$ cat src/rtl/pipe_stage_elastic_pkg.sv
`default_nettype none
// ============================================================================
// pipe_pkg : shared types and default widths for elastic pipeline stages
// Revision : 1.0 - initial release
// ============================================================================
package pipe_pkg;

    localparam int DEFAULT_DATA_W = 32;
    localparam int DEFAULT_TAG_W  = 8;

    typedef enum logic [1:0] {
        PS_EMPTY = 2'd0,
        PS_ONE   = 2'd1,
        PS_FULL  = 2'd2
    } pipe_state_t;

endpackage
`default_nettype wire

$ cat src/rtl/pipe_stage_elastic_sat_counter.sv
`default_nettype none
// ============================================================================
// sat_counter : up-counter that sticks at its all-ones value
// Revision    : 1.0 - initial release
// ============================================================================
module sat_counter #(
    parameter int W = 16
) (
    input  logic         clk,
    input  logic         reset,
    input  logic         inc,
    output logic [W-1:0] count
);

    always_ff @(posedge clk) begin
        if (reset) begin
            count <= '0;
        end else if (inc && (count != {W{1'b1}})) begin
            count <= count + W'(1);
        end
    end

endmodule
`default_nettype wire

$ cat src/rtl/pipe_stage_elastic.sv
`default_nettype none
// ============================================================================
// pipe_stage_elastic : valid/ready pipeline register with optional skid entry,
//                      synchronous flush and stall/bubble profiling counters
// Revision           : 1.0 - initial release
// ============================================================================
module pipe_stage_elastic
    import pipe_pkg::*;
#(
    parameter int DATA_W  = DEFAULT_DATA_W,
    parameter int TAG_W   = DEFAULT_TAG_W,
    parameter int SKID_EN = 1,
    parameter int CNT_W   = 16
) (
    input  logic              clk,
    input  logic              reset,
    input  logic              flush,
    input  logic              in_valid,
    output logic              in_ready,
    input  logic [DATA_W-1:0] in_data,
    input  logic [TAG_W-1:0]  in_tag,
    output logic              out_valid,
    input  logic              out_ready,
    output logic [DATA_W-1:0] out_data,
    output logic [TAG_W-1:0]  out_tag,
    output logic [CNT_W-1:0]  stall_cnt,
    output logic [CNT_W-1:0]  bubble_cnt
);

    localparam int ENTRY_W = TAG_W + DATA_W;

    pipe_state_t        state;
    pipe_state_t        state_next;
    logic [ENTRY_W-1:0] head;
    logic [ENTRY_W-1:0] skid;
    logic               head_load_in;
    logic               head_load_skid;
    logic               skid_load;

    always_ff @(posedge clk) begin
        if (reset) begin
            state <= PS_EMPTY;
        end else begin
            state <= state_next;
        end
    end

    // Flush wins over any accept, so in-flight input is simply never loaded.
    always_comb begin
        state_next     = state;
        head_load_in   = 1'b0;
        head_load_skid = 1'b0;
        skid_load      = 1'b0;
        if (flush) begin
            state_next = PS_EMPTY;
        end else begin
            case (state)
                PS_EMPTY: begin
                    if (in_valid) begin
                        state_next   = PS_ONE;
                        head_load_in = 1'b1;
                    end
                end
                PS_ONE: begin
                    if (out_ready) begin
                        if (in_valid) begin
                            head_load_in = 1'b1;
                        end else begin
                            state_next = PS_EMPTY;
                        end
                    end else if (in_valid && (SKID_EN != 0)) begin
                        state_next = PS_FULL;
                        skid_load  = 1'b1;
                    end
                end
                PS_FULL: begin
                    if (out_ready) begin
                        state_next     = PS_ONE;
                        head_load_skid = 1'b1;
                    end
                end
                default: state_next = PS_EMPTY;
            endcase
        end
    end

    always_comb begin
        out_valid = (state != PS_EMPTY);
        if (SKID_EN != 0) begin
            in_ready = (state != PS_FULL);
        end else begin
            in_ready = (state == PS_EMPTY) || out_ready;
        end
    end

    always_ff @(posedge clk) begin
        if (reset || flush) begin
            head <= '0;
        end else if (head_load_in) begin
            head <= {in_tag, in_data};
        end else if (head_load_skid) begin
            head <= skid;
        end
    end

    generate
        if (SKID_EN != 0) begin : g_skid
            always_ff @(posedge clk) begin
                if (reset || flush) begin
                    skid <= '0;
                end else if (skid_load) begin
                    skid <= {in_tag, in_data};
                end
            end
        end else begin : g_no_skid
            assign skid = '0;
        end
    endgenerate

    assign out_data = head[DATA_W-1:0];
    assign out_tag  = head[ENTRY_W-1:DATA_W];

    sat_counter #(.W(CNT_W)) u_stall_cnt (
        .clk   (clk),
        .reset (reset),
        .inc   (out_valid & ~out_ready),
        .count (stall_cnt)
    );

    sat_counter #(.W(CNT_W)) u_bubble_cnt (
        .clk   (clk),
        .reset (reset),
        .inc   (~out_valid & out_ready),
        .count (bubble_cnt)
    );

endmodule
`default_nettype wire

$ cat config.mk
export PLATFORM = sky130hd
export DESIGN_NAME = pipe_stage_elastic
export DESIGN_NICKNAME = d
export VERILOG_FILES = /design/src/rtl/pipe_stage_elastic_pkg.sv /design/src/rtl/pipe_stage_elastic_sat_counter.sv /design/src/rtl/pipe_stage_elastic.sv
export SDC_FILE = /design/constraint.sdc
export NUM_CORES = 1
export LEC_CHECK = 0
export BUFFER_PORTS_ARGS = -buffer_cell sky130_fd_sc_hd__buf_2
export CAP_MARGIN = 20
export CORE_UTILIZATION = 35
export DETAILED_ROUTE_END_ITERATION = 8
export PLACE_DENSITY = 0.65
export SLEW_MARGIN = 0
export SYNTH_ARGS = -nofsm -noshare
export SYNTH_HDL_FRONTEND = slang
export SYNTH_SLANG_ARGS = --single-unit
$ cat constraint.sdc
create_clock -name clk -period 5.65 [get_ports clk]
set_input_delay 0.2825 -clock clk [delete_from_list [all_inputs] [get_ports clk]]
set_output_delay 0.2825 -clock clk [all_outputs]
set_load 0.02 [all_outputs]
# == Word-level counts from Yosys, hierarchy flattened ==
# Cells that the tools add are included.
# op_classes
add_sub_neg,2
eq_ne,9
muxes,18
n_bitwise,4
n_reduce_logical,8
# ops
cell,n
$mux 40,2
$add 16x1->16 const B,2
$ne 16x16->1 const B,2
$mux 2,5
$mux 1,9
$ne 2x2->1 const B,3
$ne 3x3->1 const B,2
$pmux 2 s3,1
$reduce_and 4->1,1
$reduce_bool 2->1,2
$and 1x1->1,2
$eq 2x1->1 const B,1
$eq 2x2->1 const B,1
$logic_and 1x1->1,2
$logic_not 2->1,1
$not 1->1,2
$pmux 1 s2,1
$reduce_or 2->1,1
$logic_or 1x1->1,1
# word_totals
reg_bits,114
inputBits,45
output_inout_bits,74
word_cells,46

# == Logic depth before layout (Yosys ltp) ==
# Gate-level depths: netlist of run 1.
# logic_depth
ltp_word,5
mapped_depth,6
depth_no_buf,5

# == By module ==
# From an unflattened synthesis of run 1, not the netlist that was laid out.
# hier_totals
hier_cells,624
area_unflattened_um2,5292.6
# by_module_without_submodules
mod,instances,cells_each,area_per_inst_um2,seq_area_each_um2
pipe_stage_elastic,1,426,3595.9,1641.6
sat_counter,2,99,848.3,320.3

# == Worst setup path after synthesis of run 1 ==
# OpenSTA, ideal clock, no wires.
# synth_timing
path_type,register to register
startpoint,register u_stall_cnt.count[0]
endpoint,register u_stall_cnt.count[1]
arrival_ns,1.879
t_required_ns,5.522
path_slack_ns,3.643
path_stages_with_launch,7
period_less_slack_ns,2.007
cell_sequence,dfxtp_1 -> ha_1 -> nand3_1 -> o41ai_1 -> buf_2 -> mux2i_1 -> nor2_1
# synth_via
elab_chain_cells,2
elab_cells_between_ends,3
# synth_lines
item,line_no,source
start: declaration,pipe_stage_elastic_sat_counter.sv:12,output logic [W-1:0] count
start signal: assignment,pipe_stage_elastic_sat_counter.sv:19,count <= count + W'(1);
branches (longest 2 deep; another with $add 16x1->16),--,
# Parallel ways; which one is timed is not known.
# A chain may end at the register's enable or synchronous reset.

# == Final worst setup path of run 1 ==
# layout_timing
startpoint,register state[0]
endpoint,register skid[27]
# layout_via
elab_chain_cells,3
# layout_lines
item,line_no,source
start: declaration,pipe_stage_elastic.sv:32,pipe_state_t state;
start signal: assignment,pipe_stage_elastic.sv:44,state <= state_next;
$eq 2x1->1,pipe_stage_elastic.sv:57,case (state)
$mux 1,pipe_stage_elastic.sv:57,
$mux 1,pipe_stage_elastic.sv:54,if (flush) begin
end signal: assignment,pipe_stage_elastic.sv:112,"skid <= {in_tag, in_data};"
end: declaration,pipe_stage_elastic.sv:35,logic [ENTRY_W-1:0] skid;
# No other way between the ends.

==> results of run 1 <==
[area by class of cell]
cell class / instances / share of cell area
Tap cell: 172 / 0.0359
Clock inverter: 14 / 0.0219
Sequential cell: 114 / 0.381
Timing Repair Buffer: 125 / 0.109
Inverter: 7 / 0.00439
Multi-Input combinational cell: 401 / 0.374
Clock buffer: 18 / 0.0733
[stage by stage]
| stage | std cells | worst slack [ps] | util | instance area (um^2) |
|---|---|---|---|---|
| after floorplan | 561 | 3640 | - | 4660 |
| after global placement | 817 | 3250 | 0.420 | 5390 |
| after detailed placement | 818 | 3110 | 0.422 | 5410 |
| after CTS | 850 | 3110 | 0.467 | 5980 |
| after global routing | 851 | 3330 | 0.467 | 5990 |
| final | 851 | 3610 | 0.467 | 5990 |
[cell usage after synthesis, types with 2 or more instances]
cell | instances | area share
nand4_1 | 9 | 0.012
inv_1 | 7 | 0.0056
ha_1 | 2 | 0.0054
o31ai_1 | 14 | 0.023
and3_1 | 2 | 0.0027
nand3_1 | 11 | 0.012
nand2_1 | 128 | 0.10
buf_2 | 2 | 0.0021
dfxtp_1 | 114 | 0.49
or4_1 | 14 | 0.023
buf_4 | 2 | 0.0032
nand2b_1 | 4 | 0.0054
mux2_2 | 2 | 0.0048
nor2_1 | 7 | 0.0056
nor2b_1 | 5 | 0.0067
o21ai_0 | 11 | 0.012
or2_2 | 2 | 0.0027
and4_1 | 3 | 0.0056
o41ai_1 | 3 | 0.0056
mux2i_1 | 2 | 0.0043
or3_1 | 11 | 0.015
clkbuf_1 | 34 | 0.027
nor3_1 | 4 | 0.0043
nand3b_1 | 2 | 0.0032
a22oi_1 | 40 | 0.064
a21oi_1 | 108 | 0.12
[per-layer routing]
layer,up-vias,global-route usage,part of all wire
met1,2128,0.201,0.43
met2,107,0.307,0.49
li1,2235,-,-
met5,-,0,0
met4,0,0.0990,0.021
met3,19,0.0520,0.050
[critical path: stages (launching register included)]
cell and delay (ps):
dfxtp_1 600, nand2b_1 230, nor2_4 810, nand2_1 150, a21oi_1 150
[how the worst max path moves through the flow]
stage	from	end	slack (ps)	cells past startpoint
after detailed placement	u_bubble_cnt.count[0]$_SDFFE_PP0P_	u_bubble_cnt.count[11]$_SDFFE_PP0P_	3110	5
after floorplan	u_stall_cnt.count[0]$_SDFFE_PP0P_	u_stall_cnt.count[1]$_SDFFE_PP0P_	3640	6
after global routing	state[0]$_SDFFE_PP0P_	skid[12]$_SDFFE_PP0P_	3330	4
after CTS	u_bubble_cnt.count[0]$_SDFFE_PP0P_	u_bubble_cnt.count[11]$_SDFFE_PP0P_	3110	5
after global placement	u_bubble_cnt.count[0]$_SDFFE_PP0P_	u_bubble_cnt.count[11]$_SDFFE_PP0P_	3250	5
final	state[0]$_SDFFE_PP0P_	skid[27]$_SDFFE_PP0P_	3610	4
[power groups by stage]
stage               Combinational, mW  Sequential (mW)  Clock (mW)
global route                    0.116            0.823        1.07
finish                          0.105            0.822        1.01
floorplan                      0.0517            0.847           0
global placement                0.102            0.839           0
detailed placement              0.106            0.839           0
CTS                             0.106            0.822        1.03
[registers in the layout (all words and copies together) (netlist names)]
| register | cells |
|---|---|
| head | 40 |
| skid | 40 |
| u_bubble_cnt.count | 16 |
| u_stall_cnt.count | 16 |
| state | 2 |
[kinds of logic (layout without fill, tap and decap cells)]
family | after synthesis | count (layout) | share of synthesized area
and+or+nand+nor | 210 | 210 | 0.219
AOI/OAI and AO/OA | 183 | 183 | 0.234
DFF | 114 | 114 | 0.489
buffers and inverters | 46 | 164 | 0.0392
muxes | 4 | 4 | 0.00912
adders and majority gates | 2 | 2 | 0.00537
xor gates and xnor gates | 2 | 2 | 0.00376
==> results.md, run 1 <==
- Clock transition at the registers of the reported paths: 60 ps
- RSZ-0062 raised after global routing: no
- Fin. Hold Viols: 0
- Sw Pwr: between 400 and 500 uW
- Worst EP arrival: ~2400 ps
- YS warnings: 0
- Hold Path End: skid[14]$_SDFFE_PP0P_
- Initial DRT Pass Iterations: 5
- Syn Area/Cell: 8.31 um^2
- Worst-path maximum fanout: 40
- First-pass GRT wire length: 19,900 um
- Top_reg_cell synth: dfxtp_1
- Setup_tns: 0 ps
- Reg2reg end: skid[27]$_SDFFE_PP0P_
- PortBufs: 118
- Class of the most critical hold timing path: in2reg
- Via count of the routed design: 4,489
- Routed wire length per instance: 14.0 um
- Hpwl dp: around 7800 um
- FP Rows: 41
- R2R Setup Slk: between 3000 and 4000 ps
- Die ar.: 13,800 um^2
- Residual DRC: 0
- Core ar.: 12,800 um^2
- Fin crit period: 2040 ps
- Crit Path Class: reg2reg
- Power Total: between 1.5 and 2 mW
- Fin crit share: 0.362
- Clock network fraction of total power: 0.521
- Clock Latency Late Sink: 420 ps
- Clock sinks: 114
- Post_cts resized: 0
- Register area: 2280 um^2
- Area taken by multi-input logic gates: between 2000 and 2500 um^2
- Chip height: 117 um
- Syn_nets: 608
- Final hold slack: 110 ps
- Post-Route WL: between 10,000 and 15,000 um
- Initial antenna violation count: 0
- TritonCTS clock tree: done
- Skew final: 9.84 ps
- Filler cells: 1,268
- Req. time, crit path: 5990 ps
- Most common cell after layout, fill and taps aside: nand2_1
- Commonest non-fill, non-tap cells in the layout: nand2_1, buf_2, dfxtp_1
- Antenna viol nets, final: 0
- Pin count of the biggest net entering global routing: 49
- CTS root buffer: clkbuf_16
- Sw Ratio: 0.240
- Slew Viols, Final: 0
- Comb power frac: 0.054
- Number of H-tree levels: 4
- Area Growth Syn to Fin: 28.5%
- Initial core utilization: 0.364
- Share of layout cells above drive strength 1: 0.252
- Vias/cell: around 5.3
- Hold path start: in_data[14]
- IO Pins: about 120
- # setup viols final: 0
- Yosys cell types: 44
- Die width: 117 um
- Total power per unit cell area: 323 nW/um^2
- Syn Std Cell Area: 4660 um^2
- Synthesized instance count: ~560
- CP Capture Type: flop
- Post-synth EDFFs: 0
- Status: complete, no violations
- # nets final: approximately 710
- # hold bufs at CTS: 0
- LEAKAGE: 2.20 nW
- DR iter-0 viols: 317
- Reg-to-Reg Start: state[0]$_SDFFE_PP0P_
- CTS buffer count: 17
- Register area share after synthesis: 0.489
- Worst Reg2Reg Path Length in Cells: 4
- CP Launch Type: flop
- Total of max-cap violations: 0
- Clock buffer depth: 2
- Sequential power share: 0.425
- Post-CTS setup buffer count: 0
- Fraction of registers with async set/reset: 0
- Fmax: 489 MHz
- Vias in the first global route: between 4,000 and 5,000
- Ant diodes: 0
- Flops & latches, synth: roughly 110
- Total global-route track usage: 0.180
- Total congestion overflow: 0
- Max rail drop VDD: 0.183 mV
- Hold Crit Depth: 3
- RD Place Congestion: about 0.8
- Slew headroom: 0.339
- Worst-margin pin slew: 989 ps
- Internal Pwr Total: 1.47 mW
Power figures use the tool's default switching activity.
==> run 2: changes to the inputs <==
--- a/config.mk
+++ b/config.mk
@@ -5,11 +5,12 @@
 export SDC_FILE = /design/constraint.sdc
 export NUM_CORES = 1
 export LEC_CHECK = 0
+export ABC_AREA = 1
 export BUFFER_PORTS_ARGS = -buffer_cell sky130_fd_sc_hd__buf_2
 export CAP_MARGIN = 20
 export CORE_UTILIZATION = 35
 export DETAILED_ROUTE_END_ITERATION = 8
-export PLACE_DENSITY = 0.65
+export PLACE_DENSITY = 0.66
 export SLEW_MARGIN = 0
 export SYNTH_ARGS = -nofsm -noshare
 export SYNTH_HDL_FRONTEND = slang
==> constraint.sdc (replaced) <==
create_clock -name clk -period 1.8 [get_ports clk]
set_input_delay 0.09 -clock clk [delete_from_list [all_inputs] [get_ports clk]]
set_output_delay 0.09 -clock clk [all_outputs]
set_load 0.02 [all_outputs]
==> results.md, run 2 <==
- CP delay by family, top: compound AO/OA/AOI/OAI gates
- Area Growth Syn to Fin: 33.8%
- Residual DRC: 0 (unchanged)
- Hpwl dp: 7980 um (+2.8%)
- Post-synth EDFFs: 0 (unchanged)
- # setup viols final: 0 (unchanged)
- Crit-path cells: nand2_1 > nand3_2 > buf_6 > o21ai_0 > o21ai_0 > a21oi_1
- TritonCTS clock tree: done
- R2R Setup Slk: 160 ps (-3450 ps)
- RD Place Congestion: 0.842 (+5.4%)
- Synth top area share: 0.446 (-0.0437)
- Worst-margin pin slew: 547 ps (-442 ps)
- Final core occ: 0.486 (+0.0190)
- Vias in the first global route: 4,729 (+11%)
- Syn_nets: 759 (+25%)
- Number of H-tree levels: 4 (unchanged)
- CP Capture Type: flop
- Pin count of the biggest net entering global routing: 81 (+65%)
- PortBufs: 118 (unchanged)
- DR iter-0 viols: 238 (-25%)
- Yosys cell types: 27 (-39%)
- Reg2reg end: head[17]$_SDFFE_PP0P_
- Most common cell in the netlist: nand2_1
- Worst setup margin: 160 ps (-3450 ps)
- Synthesized instance count: 712 (+27%)
- Reg-to-Reg Start: state[0]$_SDFFE_PP0P_
- Clock transition at the registers of the reported paths: 60 ps (about the same)
- Most common cell after layout, fill and taps aside: nand2_1
- Ant diodes: 0 (unchanged)
- Fraction of registers with async set/reset: 0 (unchanged)
- Clock buffer depth: 2 (unchanged)
- Vias/cell: 4.84 (-8.2%)
- Worst Setup EP: head[17]$_SDFFE_PP0P_
- Commonest non-fill, non-tap cells in the layout: nand2_1, o21ai_0, buf_2
- Power Total: 6.14 mW (+220%)
- CTS buffer count: 17 (unchanged)
- Clock sinks: 114 (unchanged)
- Share of layout cells above drive strength 1: 0.230 (-0.0220)
- Largest regs: head x40, skid x40
- Slew Viols, Final: 0 (unchanged)
- CP Launch Type: flop
- Total of max-cap violations: 0 (unchanged)
- Initial DRT Pass Iterations: 5 (unchanged)
- Skew final: 8.97 ps (-0.866 ps)
- # nets final: 913 (+28%)
- Fin. Hold Viols: 0 (unchanged)
- YS warnings: 0 (unchanged)
- IO Pins: 119 (unchanged)
- Flops & latches, synth: 114 (unchanged)
- Status: complete, no violations
- Die ar.: 15,100 um^2 (+9.6%)
- WP depth: 6 (+2)
- Worst path most repeated cell: o21ai_0
- Worst EP arrival: 1920 ps (-460 ps)
- Max incr delay on CP: 410 ps (-400 ps)
- Post-Route WL: 13,300 um (+12%)
- Register area share after synthesis: 0.446 (-0.0437)
- Antenna viol nets, final: 0 (unchanged)
- Setup_tns: 0 ps (unchanged)
- CTS root buffer: clkbuf_16
- FP Rows: 43 (+4.9%)
- Syn Area/Cell: 7.19 um^2 (-13%)
- Initial antenna violation count: 0 (unchanged)
- Fmax: 610 MHz (+25%)
- Via count of the routed design: 5,130 (+14%)
- Class of the most critical hold timing path: in2reg
- Buffer and inverter count on the worst path: 1 (+1)
- Total power per unit cell area: 896 nW/um^2 (+180%)
- Syn Std Cell Area: 5120 um^2 (+9.8%)
- DP Area: 5900 um^2 (+8.9%)
- Design area: 6850 um^2 (+14%)
- Crit Path Class: reg2reg
- LEAKAGE: 2.70 nW (+22%)
- Die width: 123 um (+4.7%)
- Pre-CTS setup slack: 19.3 ps (-3090 ps)
- Critical path's slowest cell: dfxtp_1
- Total congestion overflow: 0 (unchanged)
- Top post-synthesis cells by area: dfxtp_1, o21ai_0, nand2_1, a21oi_1, inv_1
- Top post-synthesis cells by count: nand2_1, o21ai_0, dfxtp_1, a21oi_1, inv_1
- Core ar.: 14,100 um^2 (+9.9%)
- Max rail drop VDD: 0.659 mV (+260%)
- Initial core utilization: 0.363 (-0.000393)
- Slew headroom: 0.636 (+0.296)
- Crit. Startpoint: state[0]$_SDFFE_PP0P_
- Total global-route track usage: 0.188 (+0.00782)
- Clock Latency Late Sink: 410 ps (about the same)
- Routed wire length per instance: 12.6 um (-10%)
- Fin crit share: 0.911 (+0.549)
- First-pass GRT wire length: 22,300 um (+12%)
- Worst-path maximum fanout: 80 (+100%)
- Fin crit period: 1640 ps (-405 ps)
- Worst Reg2Reg Path Length in Cells: 6 (+2)
- Top_reg_cell synth: dfxtp_1
- Cell accounting for the most synthesized area: dfxtp_1
- RSZ-0062 raised after global routing: no
- Chip height: 123 um (+4.7%)
- Req. time, crit path: 2080 ps (-3910 ps)
[run 2: worst min path at each step]
stage	start	endpoint	slack, ps	depth (start not counted)
floorplan	reset	u_stall_cnt.count[8]$_SDFFE_PP0P_	170	1
global placement	in_data[17]	skid[17]$_SDFFE_PP0P_	380	3
detailed placement	in_data[28]	skid[28]$_SDFFE_PP0P_	390	3
CTS	out_ready	state[1]$_SDFFE_PP0P_	20	4
global route	out_ready	state[1]$_SDFFE_PP0P_	40	4
finish	out_ready	state[1]$_SDFFE_PP0P_	40	4
[run 2: what timing repair did]
| action | CTS | global route |
|---|---|---|
| hold buffers | 41 | 0 |
| endpoints found under the hold margin | 75 | 0 |
| buffers inserted | 0 | 0 |
| setup endpoints to repair | 0 | 40 |
| resized for setup | 0 | 2 |
[run 2: area by class of cell]
| type | count | area, um^2 |
|---|---|---|
| clock buffer | 19 | 453 |
| clock inverter | 13 | 87.6 |
| fill | 1425 | 7240 |
| inverter | 71 | 267 |
| multi-input combinational | 487 | 2380 |
| sequential | 114 | 2280 |
| tap | 180 | 225 |
| timing repair buffer | 175 | 1160 |
[run 2: power breakdown]
part	leakage (nW)	internal, mW	total (mW)	switching [mW]
sequential	0.922	2.57	2.59	0.0254
combinational	1.52	0.210	0.512	0.302
clock	0.253	1.82	3.04	1.22
total	2.70	4.60	6.14	1.55
[run 2: metrics by stage]
stage | hold WS (ps) | std cells
3_3_place_gp | 381 | 986
4_1_cts | 18.4 | 1059
5_1_grt | 39.0 | 1059
2_1_floorplan | 166 | 712
3_5_place_dp | 391 | 986
6_report | 35.1 | 1059
[run 2: routing by layer]
metal	track usage	up-vias	wire length (um)
li1	-	2641	-
met1	0.230	2339	6150
met2	0.312	136	6240
met3	0.0517	14	782
met4	0.0709	0	144
met5	0	-	0
[run 2: tightest hold or removal path: cells and delay by family]
| family | cells | cell delay (ps) |
|---|---|---|
| buffers and inverters | 2 | 190 |
| and+or+nand+nor | 2 | 110 |
[run 2: kinds of logic after synthesis]
kind of cell	Yosys count	share of synthesized area
AOI/OAI and AO/OA	230	0.233
adders and majority gates	2	0.00489
DFF	114	0.446
and+or+nand+nor	243	0.204
buffers and inverters	111	0.0912
xor gates and xnor gates	12	0.0205
==> run 3: changes to the inputs <==
--- a/config.mk
+++ b/config.mk
@@ -5,12 +5,11 @@
 export SDC_FILE = /design/constraint.sdc
 export NUM_CORES = 1
 export LEC_CHECK = 0
-export ABC_AREA = 1
 export BUFFER_PORTS_ARGS = -buffer_cell sky130_fd_sc_hd__buf_2
 export CAP_MARGIN = 20
 export CORE_UTILIZATION = 35
 export DETAILED_ROUTE_END_ITERATION = 8
-export PLACE_DENSITY = 0.66
+export PLACE_DENSITY = 0.61
 export SLEW_MARGIN = 0
 export SYNTH_ARGS = -nofsm -noshare
 export SYNTH_HDL_FRONTEND = slang
==> results.md, run 3 (synthesis results as in run 1) <==
- Vias in the first global route: 4,349 (-8.0%)
- IO Pins: 119 (unchanged)
- CTS buffer count: 17 (unchanged)
- Fin. Hold Viols: 0 (unchanged)
- Most common cell after layout, fill and taps aside: nand2_1
- Class of the most critical hold timing path: in2reg
- First-pass GRT wire length: 20,500 um (-7.8%)
- Crit Path Class: reg2reg
- Dpl cells: 848 (-14%)
- Routed wire length per instance: 13.6 um (+8.3%)
- Clock network fraction of total power: 0.521 (+0.027)
- Fin crit period: 1730 ps (+92.2 ps)
- Skew final: 11.7 ps (+2.77 ps)
- Die width: 117 um (-4.5%)
- Core ar.: 12,800 um^2 (-9.0%)
- Power Total: 6.28 mW (+2.3%)
- Vias/cell: 5.06 (+4.5%)
- Final hold slack: 65.1 ps (+30.0 ps)
- Area Growth Syn to Fin: 44.9%
- Total power per unit cell area: 930 nW/um^2 (+3.8%)
- Hpwl dp: 7920 um (-0.76%)
- Clock sinks: 114 (unchanged)
- Status: complete, no violations
- Worst setup margin: 68.1 ps (-92.2 ps)
- Fin crit share: 0.962 (+0.0512)
- Finished Layout Cells: 922 (-13%)
- Req. time, crit path: 2150 ps (+70 ps)
- Pre-CTS setup slack: -115 ps (-134 ps)
- RD Place Congestion: 0.806 (-4.2%)
- FP Rows: 41 (-4.7%)
- Sw Ratio: 0.223 (-0.0285)
- Die ar.: 13,800 um^2 (-8.8%)
- Sw Pwr: 1.40 mW (-9.3%)
- Total of max-cap violations: 0 (unchanged)
- Total global-route track usage: 0.185 (-0.00260)
- Clock buffer depth: 2 (unchanged)
- # nets final: 785 (-14%)
- Post-Route WL: 12,600 um (-5.7%)
- Antenna viol nets, final: 0 (unchanged)
- CTS root buffer: clkbuf_16
- Pin count of the biggest net entering global routing: 81 (unchanged)
- Clock Latency Late Sink: 420 ps (about the same)
- Max rail drop VDD: 0.586 mV (-11%)
- Comb power frac: 0.069 (-0.014)
- CP Capture Type: flop
- Fmax: 577 MHz (-5.3%)
- Worst-margin pin slew: 846 ps (+300 ps)
- Share of layout cells above drive strength 1: 0.291 (+0.0609)
- LEAKAGE: 2.58 nW (-4.4%)
- PortBufs: 118 (unchanged)
- # setup viols final: 0 (unchanged)
- Internal Pwr Total: 4.88 mW (+6.2%)
- TritonCTS clock tree: done
- Commonest non-fill, non-tap cells in the layout: nand2_1, buf_2, a21oi_1
- Slew Viols, Final: 0 (unchanged)
- RSZ-0062 raised after global routing: yes
- Chip height: 117 um (-4.5%)
- Initial antenna violation count: 0 (unchanged)
- Initial core utilization: 0.364 (+0.000393)
- Clock transition at the registers of the reported paths: 50 ps (about the same)
- Largest regs: head x40, skid x40
- Worst-path maximum fanout: 6 (-93%)
- Initial DRT Pass Iterations: 4 (-1)
- Ant diodes: 0 (unchanged)
- Slew headroom: 0.436 (-0.200)
- Number of H-tree levels: 4 (unchanged)
- Worst EP arrival: 2080 ps (+160 ps)
- Via count of the routed design: 4,668 (-9.0%)
- CP Launch Type: flop
- Sequential power share: 0.411 (-0.011)
- Total congestion overflow: 0 (unchanged)
- Filler cells: 1,220 (-14%)
- Residual DRC: 0 (unchanged)
- DR iter-0 viols: 333 (+40%)
## run 3: final cells by class
type / instances / area (um^2) / area share
sequential: 114 / 2300 / 0.341
multi-input combinational: 401 / 2300 / 0.340
timing repair buffer: 197 / 1330 / 0.197
clock buffer: 22 / 474 / 0.0702
tap: 172 / 215 / 0.0319
clock inverter: 9 / 106 / 0.0157
inverter: 7 / 26.3 / 0.00389
## run 3: path summary, 6_finish.rpt
path / start / endpoint / slack [ps] / cells after the start
worst max-delay path: state[1]$_SDFFE_PP0P_ / u_stall_cnt.count[15]$_SDFFE_PP0P_ / 70 / 4
worst min-delay path: flush / state[0]$_SDFFE_PP0P_ / 70 / 3
worst max register to register: state[1]$_SDFFE_PP0P_ / u_stall_cnt.count[15]$_SDFFE_PP0P_ / 70 / 4
worst min register to register: head[0]$_SDFFE_PP0P_ / head[0]$_SDFFE_PP0P_ / 450 / 2
## run 3: per-stage QoR
stage               TNS (ps)  utilization  area (um^2)
CTS                        0        0.522         6700
floorplan                  0            -         4690
finish                     0        0.527         6760
global route           -2.59        0.527         6760
detailed placement      -319        0.444         5690
global placement       -5330        0.442         5670
## run 3: repair_timing
action / in CTS / in global routing
hold buffers: 41 / 0
cloned: 0 / 0
hold endpoints to repair: 82 / 0
pin swaps: 1 / 7
endpoints found under the setup margin: 28 / 49
setup buffers: 1 / 1
resized for setup: 3 / 10
## run 3: power by group through the flow
stage          clock network (mW)  logic (mW)  registers (mW)
2_1_floorplan                   0       0.163            2.66
3_3_place_gp                    0       0.347            2.63
3_5_place_dp                    0       0.357            2.63
4_1_cts                      3.35       0.429            2.58
5_1_grt                      3.47       0.469            2.58
6_report                     3.27       0.431            2.58
## run 3: critical path: stages, from the launching register on
cell,delay [ps]
dfxtp_2,390
o21bai_4,100
or4_4,550
or4_1,480
a21oi_1,140
## run 3: metal layers
layer / wire [um] / track usage / up-vias
met5: 0 / 0 / -
met1: 5740 / 0.225 / 2172
met2: 6050 / 0.298 / 101
met3: 483 / 0.0477 / 22
met4: 285 / 0.103 / 0
li1: - / - / 2373
